===== src/rtl/mmcm_drp_pkg.sv =====
// Shared types for the MMCM DRP reconfiguration master: DRP widths,
// table entry layout, controller state encoding and the RMW merge helper.
package mmcm_drp_pkg;

  localparam int DRP_AW = 7;
  localparam int DRP_DW = 16;

  // One reprogramming step: where to write, which bits to keep, what to put elsewhere.
  typedef struct packed {
    logic [DRP_AW-1:0] addr;
    logic [DRP_DW-1:0] mask;   // 1 = keep the bit read back from the MMCM
    logic [DRP_DW-1:0] data;   // replacement bits where mask = 0
  } drp_ent_t;

  typedef enum logic [3:0] {
    S_IDLE,
    S_RST_ON,
    S_RD_REQ,
    S_RD_WAIT,
    S_WR_REQ,
    S_WR_WAIT,
    S_VF_REQ,
    S_VF_WAIT,
    S_NEXT,
    S_RST_OFF,
    S_LOCK_WAIT
  } state_t;

  // Merge a DRP readback with an entry: keep masked bits, replace the rest.
  function automatic logic [DRP_DW-1:0] rmw(input logic [DRP_DW-1:0] old_v,
                                            input logic [DRP_DW-1:0] keep_m,
                                            input logic [DRP_DW-1:0] new_v);
    return (old_v & keep_m) | (new_v & ~keep_m);
  endfunction

endpackage


===== src/rtl/mmcm_drp_table.sv =====
// Register file of DRP reprogramming entries: one synchronous write port,
// one combinational read port. Contents are deliberately not reset.
module mmcm_drp_table
  import mmcm_drp_pkg::*;
#(
  parameter int  NENT = 16,
  localparam int IW   = (NENT > 1) ? $clog2(NENT) : 1
) (
  input  logic          i_clk,
  input  logic          i_we,
  input  logic [IW-1:0] i_widx,
  input  drp_ent_t      i_wdata,
  input  logic [IW-1:0] i_ridx,
  output drp_ent_t      o_rdata
);

  drp_ent_t mem_q [NENT];

  // Write port; indices beyond a non-power-of-two depth are dropped.
  always_ff @(posedge i_clk) begin
    if (i_we && (int'(i_widx) < NENT)) begin
      mem_q[i_widx] <= i_wdata;
    end
  end

  assign o_rdata = (int'(i_ridx) < NENT) ? mem_q[i_ridx] : '0;

endmodule


===== src/rtl/mmcm_drp_reconfig.sv =====
// DRP master that reprograms an MMCME2_ADV at runtime: hold the MMCM in reset,
// read-modify-write each table entry over DRP, release reset, wait for LOCKED.
// Build macro MMCM_DRP_VERIFY_EN: read every written register back and abort
// with o_error if the readback differs from what was written.
module mmcm_drp_reconfig
  import mmcm_drp_pkg::*;
#(
  parameter int  NENT         = 16,
  parameter int  DRDY_TIMEOUT = 255,
  parameter int  LOCK_TIMEOUT = 65535,
  localparam int IW           = (NENT > 1) ? $clog2(NENT) : 1,
  localparam int CW           = $clog2(NENT) + 1
) (
  input  logic              i_clk,
  input  logic              i_rst_n,
  input  logic              i_tbl_we,
  input  logic [IW-1:0]     i_tbl_idx,
  input  logic [DRP_AW-1:0] i_tbl_addr,
  input  logic [DRP_DW-1:0] i_tbl_mask,
  input  logic [DRP_DW-1:0] i_tbl_data,
  input  logic [CW-1:0]     i_count,
  input  logic              i_start,
  output logic              o_busy,
  output logic              o_done,
  output logic              o_error,
  output logic [DRP_AW-1:0] o_daddr,
  output logic [DRP_DW-1:0] o_di,
  output logic              o_den,
  output logic              o_dwe,
  input  logic [DRP_DW-1:0] i_do,
  input  logic              i_drdy,
  output logic              o_mmcm_rst,
  input  logic              i_locked
);

  // One timer serves both the DRDY and the LOCKED waits, so size it for the longer one.
  localparam int            TMAX      = (LOCK_TIMEOUT > DRDY_TIMEOUT) ? LOCK_TIMEOUT : DRDY_TIMEOUT;
  localparam int            TW        = $clog2(TMAX + 1);
  localparam logic [TW-1:0] DRDY_LAST = TW'(DRDY_TIMEOUT - 1);
  localparam logic [TW-1:0] LOCK_LAST = TW'(LOCK_TIMEOUT - 1);
  localparam logic [CW-1:0] CNT_MAX   = CW'(NENT);

  state_t            state_q, state_d;
  logic [CW-1:0]     cnt_q, cnt_d;
  logic [CW-1:0]     idx_q, idx_d;
  logic [TW-1:0]     tmr_q, tmr_d;
  logic [DRP_DW-1:0] new_q, new_d;
  logic              mmcm_rst_q, mmcm_rst_d;
  logic              done_q, done_d;
  logic              error_q, error_d;
  logic              locked_meta_q, locked_sync_q;
  logic              idle;
  drp_ent_t          wr_ent;
  drp_ent_t          ent;

  assign idle   = (state_q == S_IDLE);
  assign wr_ent = '{addr: i_tbl_addr, mask: i_tbl_mask, data: i_tbl_data};

  // Table writes are only accepted while idle, so the table is frozen during a sequence.
  mmcm_drp_table #(.NENT(NENT)) u_table (
    .i_clk   (i_clk),
    .i_we    (i_tbl_we & idle),
    .i_widx  (i_tbl_idx),
    .i_wdata (wr_ent),
    .i_ridx  (idx_q[IW-1:0]),
    .o_rdata (ent)
  );

  // LOCKED is asynchronous to DCLK; two flops before the FSM looks at it.
  always_ff @(posedge i_clk or negedge i_rst_n) begin
    if (!i_rst_n) begin
      locked_meta_q <= 1'b0;
      locked_sync_q <= 1'b0;
    end else begin
      locked_meta_q <= i_locked;
      locked_sync_q <= locked_meta_q;
    end
  end

  // Controller state and datapath registers; the MMCM is held in reset while i_rst_n is low.
  always_ff @(posedge i_clk or negedge i_rst_n) begin
    if (!i_rst_n) begin
      state_q    <= S_IDLE;
      cnt_q      <= '0;
      idx_q      <= '0;
      tmr_q      <= '0;
      new_q      <= '0;
      mmcm_rst_q <= 1'b1;
      done_q     <= 1'b0;
      error_q    <= 1'b0;
    end else begin
      state_q    <= state_d;
      cnt_q      <= cnt_d;
      idx_q      <= idx_d;
      tmr_q      <= tmr_d;
      new_q      <= new_d;
      mmcm_rst_q <= mmcm_rst_d;
      done_q     <= done_d;
      error_q    <= error_d;
    end
  end

  // Next-state logic: one DRP op outstanding at a time, timeouts abort to IDLE.
  always_comb begin
    state_d = state_q;
    cnt_d   = cnt_q;
    idx_d   = idx_q;
    tmr_d   = tmr_q;
    new_d   = new_q;
    done_d  = 1'b0;
    error_d = 1'b0;

    case (state_q)
      S_IDLE: begin
        if (i_start) begin
          cnt_d   = (i_count > CNT_MAX) ? CNT_MAX : i_count;
          idx_d   = '0;
          state_d = S_RST_ON;
        end
      end
      S_RST_ON: begin
        state_d = (cnt_q == '0) ? S_RST_OFF : S_RD_REQ;
      end
      S_RD_REQ: begin
        tmr_d   = '0;
        state_d = S_RD_WAIT;
      end
      S_RD_WAIT: begin
        if (i_drdy) begin
          new_d   = rmw(i_do, ent.mask, ent.data);
          state_d = S_WR_REQ;
        end else if (tmr_q == DRDY_LAST) begin
          error_d = 1'b1;
          state_d = S_IDLE;
        end else begin
          tmr_d = tmr_q + 1'b1;
        end
      end
      S_WR_REQ: begin
        tmr_d   = '0;
        state_d = S_WR_WAIT;
      end
      S_WR_WAIT: begin
        if (i_drdy) begin
`ifdef MMCM_DRP_VERIFY_EN
          state_d = S_VF_REQ;
`else
          state_d = S_NEXT;
`endif
        end else if (tmr_q == DRDY_LAST) begin
          error_d = 1'b1;
          state_d = S_IDLE;
        end else begin
          tmr_d = tmr_q + 1'b1;
        end
      end
`ifdef MMCM_DRP_VERIFY_EN
      S_VF_REQ: begin
        tmr_d   = '0;
        state_d = S_VF_WAIT;
      end
      S_VF_WAIT: begin
        if (i_drdy) begin
          if (i_do != new_q) begin
            error_d = 1'b1;
            state_d = S_IDLE;
          end else begin
            state_d = S_NEXT;
          end
        end else if (tmr_q == DRDY_LAST) begin
          error_d = 1'b1;
          state_d = S_IDLE;
        end else begin
          tmr_d = tmr_q + 1'b1;
        end
      end
`endif
      S_NEXT: begin
        idx_d   = idx_q + 1'b1;
        state_d = (idx_d == cnt_q) ? S_RST_OFF : S_RD_REQ;
      end
      S_RST_OFF: begin
        tmr_d   = '0;
        state_d = S_LOCK_WAIT;
      end
      S_LOCK_WAIT: begin
        if (locked_sync_q) begin
          done_d  = 1'b1;
          state_d = S_IDLE;
        end else if (tmr_q == LOCK_LAST) begin
          error_d = 1'b1;
          state_d = S_IDLE;
        end else begin
          tmr_d = tmr_q + 1'b1;
        end
      end
      default: begin
        state_d = S_IDLE;
      end
    endcase

    // MMCM reset covers the whole DRP phase and is released on the way to RST_OFF.
    mmcm_rst_d = !(state_d inside {S_IDLE, S_RST_OFF, S_LOCK_WAIT});
  end

  // DRP strobes decode straight from the state register, so each REQ state is one DEN pulse.
  assign o_den      = state_q inside {S_RD_REQ, S_WR_REQ, S_VF_REQ};
  assign o_dwe      = (state_q == S_WR_REQ);
  assign o_daddr    = o_den ? ent.addr : '0;
  assign o_di       = o_dwe ? new_q : '0;
  assign o_busy     = !idle;
  assign o_done     = done_q;
  assign o_error    = error_q;
  assign o_mmcm_rst = mmcm_rst_q;

endmodule


===== config.mk =====
export PLATFORM = sky130hd
export DESIGN_NAME = mmcm_drp_reconfig
export DESIGN_NICKNAME = d
export VERILOG_FILES = /design/src/rtl/mmcm_drp_pkg.sv /design/src/rtl/mmcm_drp_table.sv /design/src/rtl/mmcm_drp_reconfig.sv
export SDC_FILE = /design/constraint.sdc
export NUM_CORES = 1
export LEC_CHECK = 0
export ABC_AREA = 1
export BUFFER_PORTS_ARGS = -buffer_cell sky130_fd_sc_hd__buf_4
export CORE_ASPECT_RATIO = 1.5
export CORE_MARGIN = 1
export CORE_UTILIZATION = 58
export CTS_BUF_LIST = sky130_fd_sc_hd__clkbuf_4
export DETAILED_ROUTE_END_ITERATION = 12
export PLACE_DENSITY = 0.77
export SLEW_MARGIN = 20
export SYNTH_ARGS = -nofsm -noshare
export SYNTH_HDL_FRONTEND = slang
export SYNTH_SLANG_ARGS = --single-unit

===== constraint.sdc =====
create_clock -name i_clk -period 3.2 [get_ports i_clk]
set_input_delay 0.16 -clock i_clk [delete_from_list [all_inputs] [get_ports i_clk]]
set_output_delay 0.16 -clock i_clk [all_outputs]
set_load 0.02 [all_outputs]

==> summary.md <==
| Metric | Value |
|---|---|
| Routed Antenna Nets | 0 |
| Via-to-Cell Ratio | 6.06 |
| Slew @ Worst Pin | 0.937 ns |
| Cell Int Power | approximately 0.016 W |
| Max Slew Vio Count | 0 |
| Final GP Congestion | 0.896 |
| Place WS | approximately 0.65 ns |
| Top cells by area, synth | edfxtp_1, nor2_1, o21ai_0, dfrtp_1, nand2_1 |
| Initial antenna violation count | 1 |
| Post-DP HPWL | 38.3 mm |
| Syn Nets | about 2400 |
| Clk_skew | 0.0486 ns |
| Nature of the critical path startpoint | flop |
| GR Overflow Total | 0 |
| Area grow syn2layout | 16.1% |
| Share of post-route cells with drive strength above 1 | 15.9% |
| Syn Inst Count | ~2300 |
| Routed WL | slightly above 70 mm |
| Final net count | 2629 |
| Switch share | 34.0% |
| Routed length per placed instance | 22.1 um |
| Final core occ | between 60% and 70% |
| Hold Fails Final Rpt | 0 |
| Worst vdd ir | 407 uV |
| Req. time, crit path | 3.04 ns |
| Worst path bufs/invs | 3 |
| Residual DRC | 0 |
| CTS tree | yes |
| Root buffer cell | clkbuf_4 |
| CTS Buf Count | 153 |
| Leak | roughly 11 nW |
| Post-synth top flop | edfxtp_1 |
| CP max stage delay | 0.60 ns |
| Full die area | 0.0485 sq mm |
| Async set or reset register ratio after synthesis | 7.56% |
| Die Wd | 180 um |
| Slew HR | 37.4% |
| Crit path arrival time | around 2.8 ns |
| Maximum root-to-sink buffer count | 3 |
| Largest net degree at the start of global routing | 87 |
| Vias in the first global route | ~20000 |
| Seq cells post-synth | 675 |
| Post-synth cell types | 30 |
| TritonRoute pass-1 iters | 6 |
| Part of the cycle the worst path needs | between 90 and 100% |
| Critical Path Fanout Max | 31 |
| I/O pins | 99 |
| Clk pwr share | roughly 28% |
| Register area share after synthesis | 72.5% |
| First-pass GRT wire length | 109 mm |
| Worst Setup Slack, final | 0.217 ns |
| Top delay family on crit path | buffers and inverters |
| RSZ-0062 raised after global routing | no |
| Core Footprint | 0.0468 sq mm |
| Largest area contributor in the synthesized netlist | edfxtp_1 |
| Die height | 269 um |
| Worst skew pair latency | about 0.86 ns |
| WS Path Type | flop to output port |
| Count leader, synth | edfxtp_1 |
| Post-Layout Cell Count | 3259 |
| Yosys warning count | 0 |
| CTS clk-pin slew, worst paths | 0.07 ns |
| Critical Path Sink Type | output port |
| F_max | 0.335 GHz |
| Synthesized area | 0.0276 sq mm |
| Top cell type's share of synthesized area | 67.9% |
| Starting Density | 58.9% |
| Gr usage total | 29.7% |
| Rows | 97 |
| Post-synth EDFFs | 624 |
| Sink Count | 675 |
| Combinational fraction of design power | 28.7% |
| Hold WC Path Type | input pin to flop |
| Tmin final | 2.98 ns |
| Status | finished, final reports clean |
| Worst path slowest cell | dfrtp_4 |
| DRT iter0 DRCs | 2178 |
| Design Power | 0.0236 W |
| Reg power frac | about 44% |
| # H-tree levels | 4 |
| CP Cell Sequence | clkinvlp_4 -> buf_12 -> o21ai_0 -> o221ai_1 -> nand3_1 -> a21oi_1 -> buf_4 |
| Buffers added on ports | 98 |
| Placed cells | 2910 |
| Synth cell count leaders | edfxtp_1, nor2_1, o21ai_0 |
| Final instance area | 0.0321 sq mm |
| Max-cap violation count | 0 |
| Cell Area, Placed | about 0.029 sq mm |
| Setup-failing EPs final | 0 |
| Vias | 19700 |
| Sw power | 0.00805 W |
| Power per cell area | 738 mW/mm^2 |
| Syn Area/Cell | 12.0 sq um |
-- logic make-up (layout without fill, tap and decap cells) --
kind of cell | Yosys count | in the layout | share of synthesized area (%)
compound gates | 533 | 533 | 10.9
buf+inv | 236 | 593 | 3.89
other cells | 0 | 1 | 0
flops | 675 | 675 | 72.5
fa+ha+maj | 3 | 3 | 0.136
simple gates | 845 | 845 | 12.1
xor+xnor | 15 | 15 | 0.476
-- layer usage --
metal	wire, um	global-route usage (%)	vias to the layer above	share of wire [%]
li1	-	-	8834	-
met1	25700	34.7	9500	36
met2	36700	50.4	1190	51
met3	6270	5.28	216	8.7
met4	3430	19.3	0	4.8
met5	0	0	-	0
-- area by class of cell --
class	instances	area [sq um]
Tap cell	594	743
Fill cell	3206	14800
Inverter	98	398
Clock inverter	35	196
Sequential cell	675	20000
Clock buffer	228	1710
Antenna cell	1	2.50
Multi-Input combinational cell	1396	6650
Timing Repair Buffer	232	2330
-- worst register-to-register path, stage by stage, from the launching register on --
cell and delay (ns):
dfrtp_1 0.42, inv_1 0.09, nand2_1 0.10, inv_1 0.09
nand3_1 0.21, nor2_1 0.25, nand2_1 0.12, dlygate4sd3_1 0.61
o21ai_0 0.10, dlygate4sd3_1 0.57
-- power by group through the flow --
stage / Clock [W] / Combinational, W / Sequential (W)
floorplan: 0 / 0.00438 / 0.0104
global placement: 0 / 0.00594 / 0.0104
detailed placement: 0 / 0.00614 / 0.0105
CTS: 0.00665 / 0.00648 / 0.0103
global route: 0.00707 / 0.00746 / 0.0103
finish: 0.00656 / 0.00679 / 0.0103
-- state kept, by name (all words and copies together) (netlist names) --
signal / count
locked_sync_q: 1
o_error: 1
cnt_q: 5
o_done: 1
new_q: 16
o_mmcm_rst: 1
locked_meta_q: 1
idx_q: 5
tmr_q: 16
u_table.mem_q: 624
state_q: 4
-- through the flow --
stage                     hold WS (ns)  TNS, ns
after floorplan                 -0.136    -9.63
after global placement           0.266        0
after detailed placement         0.270        0
after CTS                       0.0645        0
after global routing            0.0817        0
final                            0.146        0
-- layout by cell type, fill, tap and decap left out, types with 7 or more instances in the layout --
cell | netlist | final
edfxtp_1 | 624 | 624
nor2_1 | 487 | 471
o21ai_0 | 305 | 304
nand2_1 | 235 | 235
clkbuf_4 | 0 | 228
buf_4 | 19 | 131
nand3_1 | 100 | 100
inv_1 | 93 | 91
o211ai_1 | 88 | 88
dlygate4sd3_1 | 0 | 76
o21ai_1 | 61 | 62
o22ai_1 | 47 | 47
dfrtp_1 | 50 | 46
clkinv_1 | 2 | 27
o221ai_1 | 16 | 16
nor2_4 | 0 | 16
a21oi_1 | 15 | 15
xor2_1 | 14 | 14
buf_12 | 0 | 14
nand4_1 | 9 | 9
nor3_1 | 7 | 7
-- repair_timing --
item,4_1_cts,5_1_grt
hold endpoints to repair,703,0
setup buffers,0,2
gates resized for setup,4,5
gates cloned,2,4
hold buffers,77,0
setup endpoints to repair,7,7
-- final timing paths --
| check | slack (ns) | cells past startpoint | end | from |
|---|---|---|---|---|
| max in group asynchronous | 2.50 | 4 | tmr_q[12] | i_rst_n |
| max reg2reg | 0.57 | 9 | cnt_q[2] | state_q[0] |
| min in group asynchronous | 0.38 | 3 | o_mmcm_rst | i_rst_n |
| min reg2reg | 0.35 | 0 | locked_sync_q | locked_meta_q |
| max | 0.22 | 7 | o_daddr[0] | idx_q[1] |
| min | 0.15 | 2 | u_table.mem_q[4][8] | i_tbl_data[8] |
No activity file was read; power rests on OpenSTA's default activity.
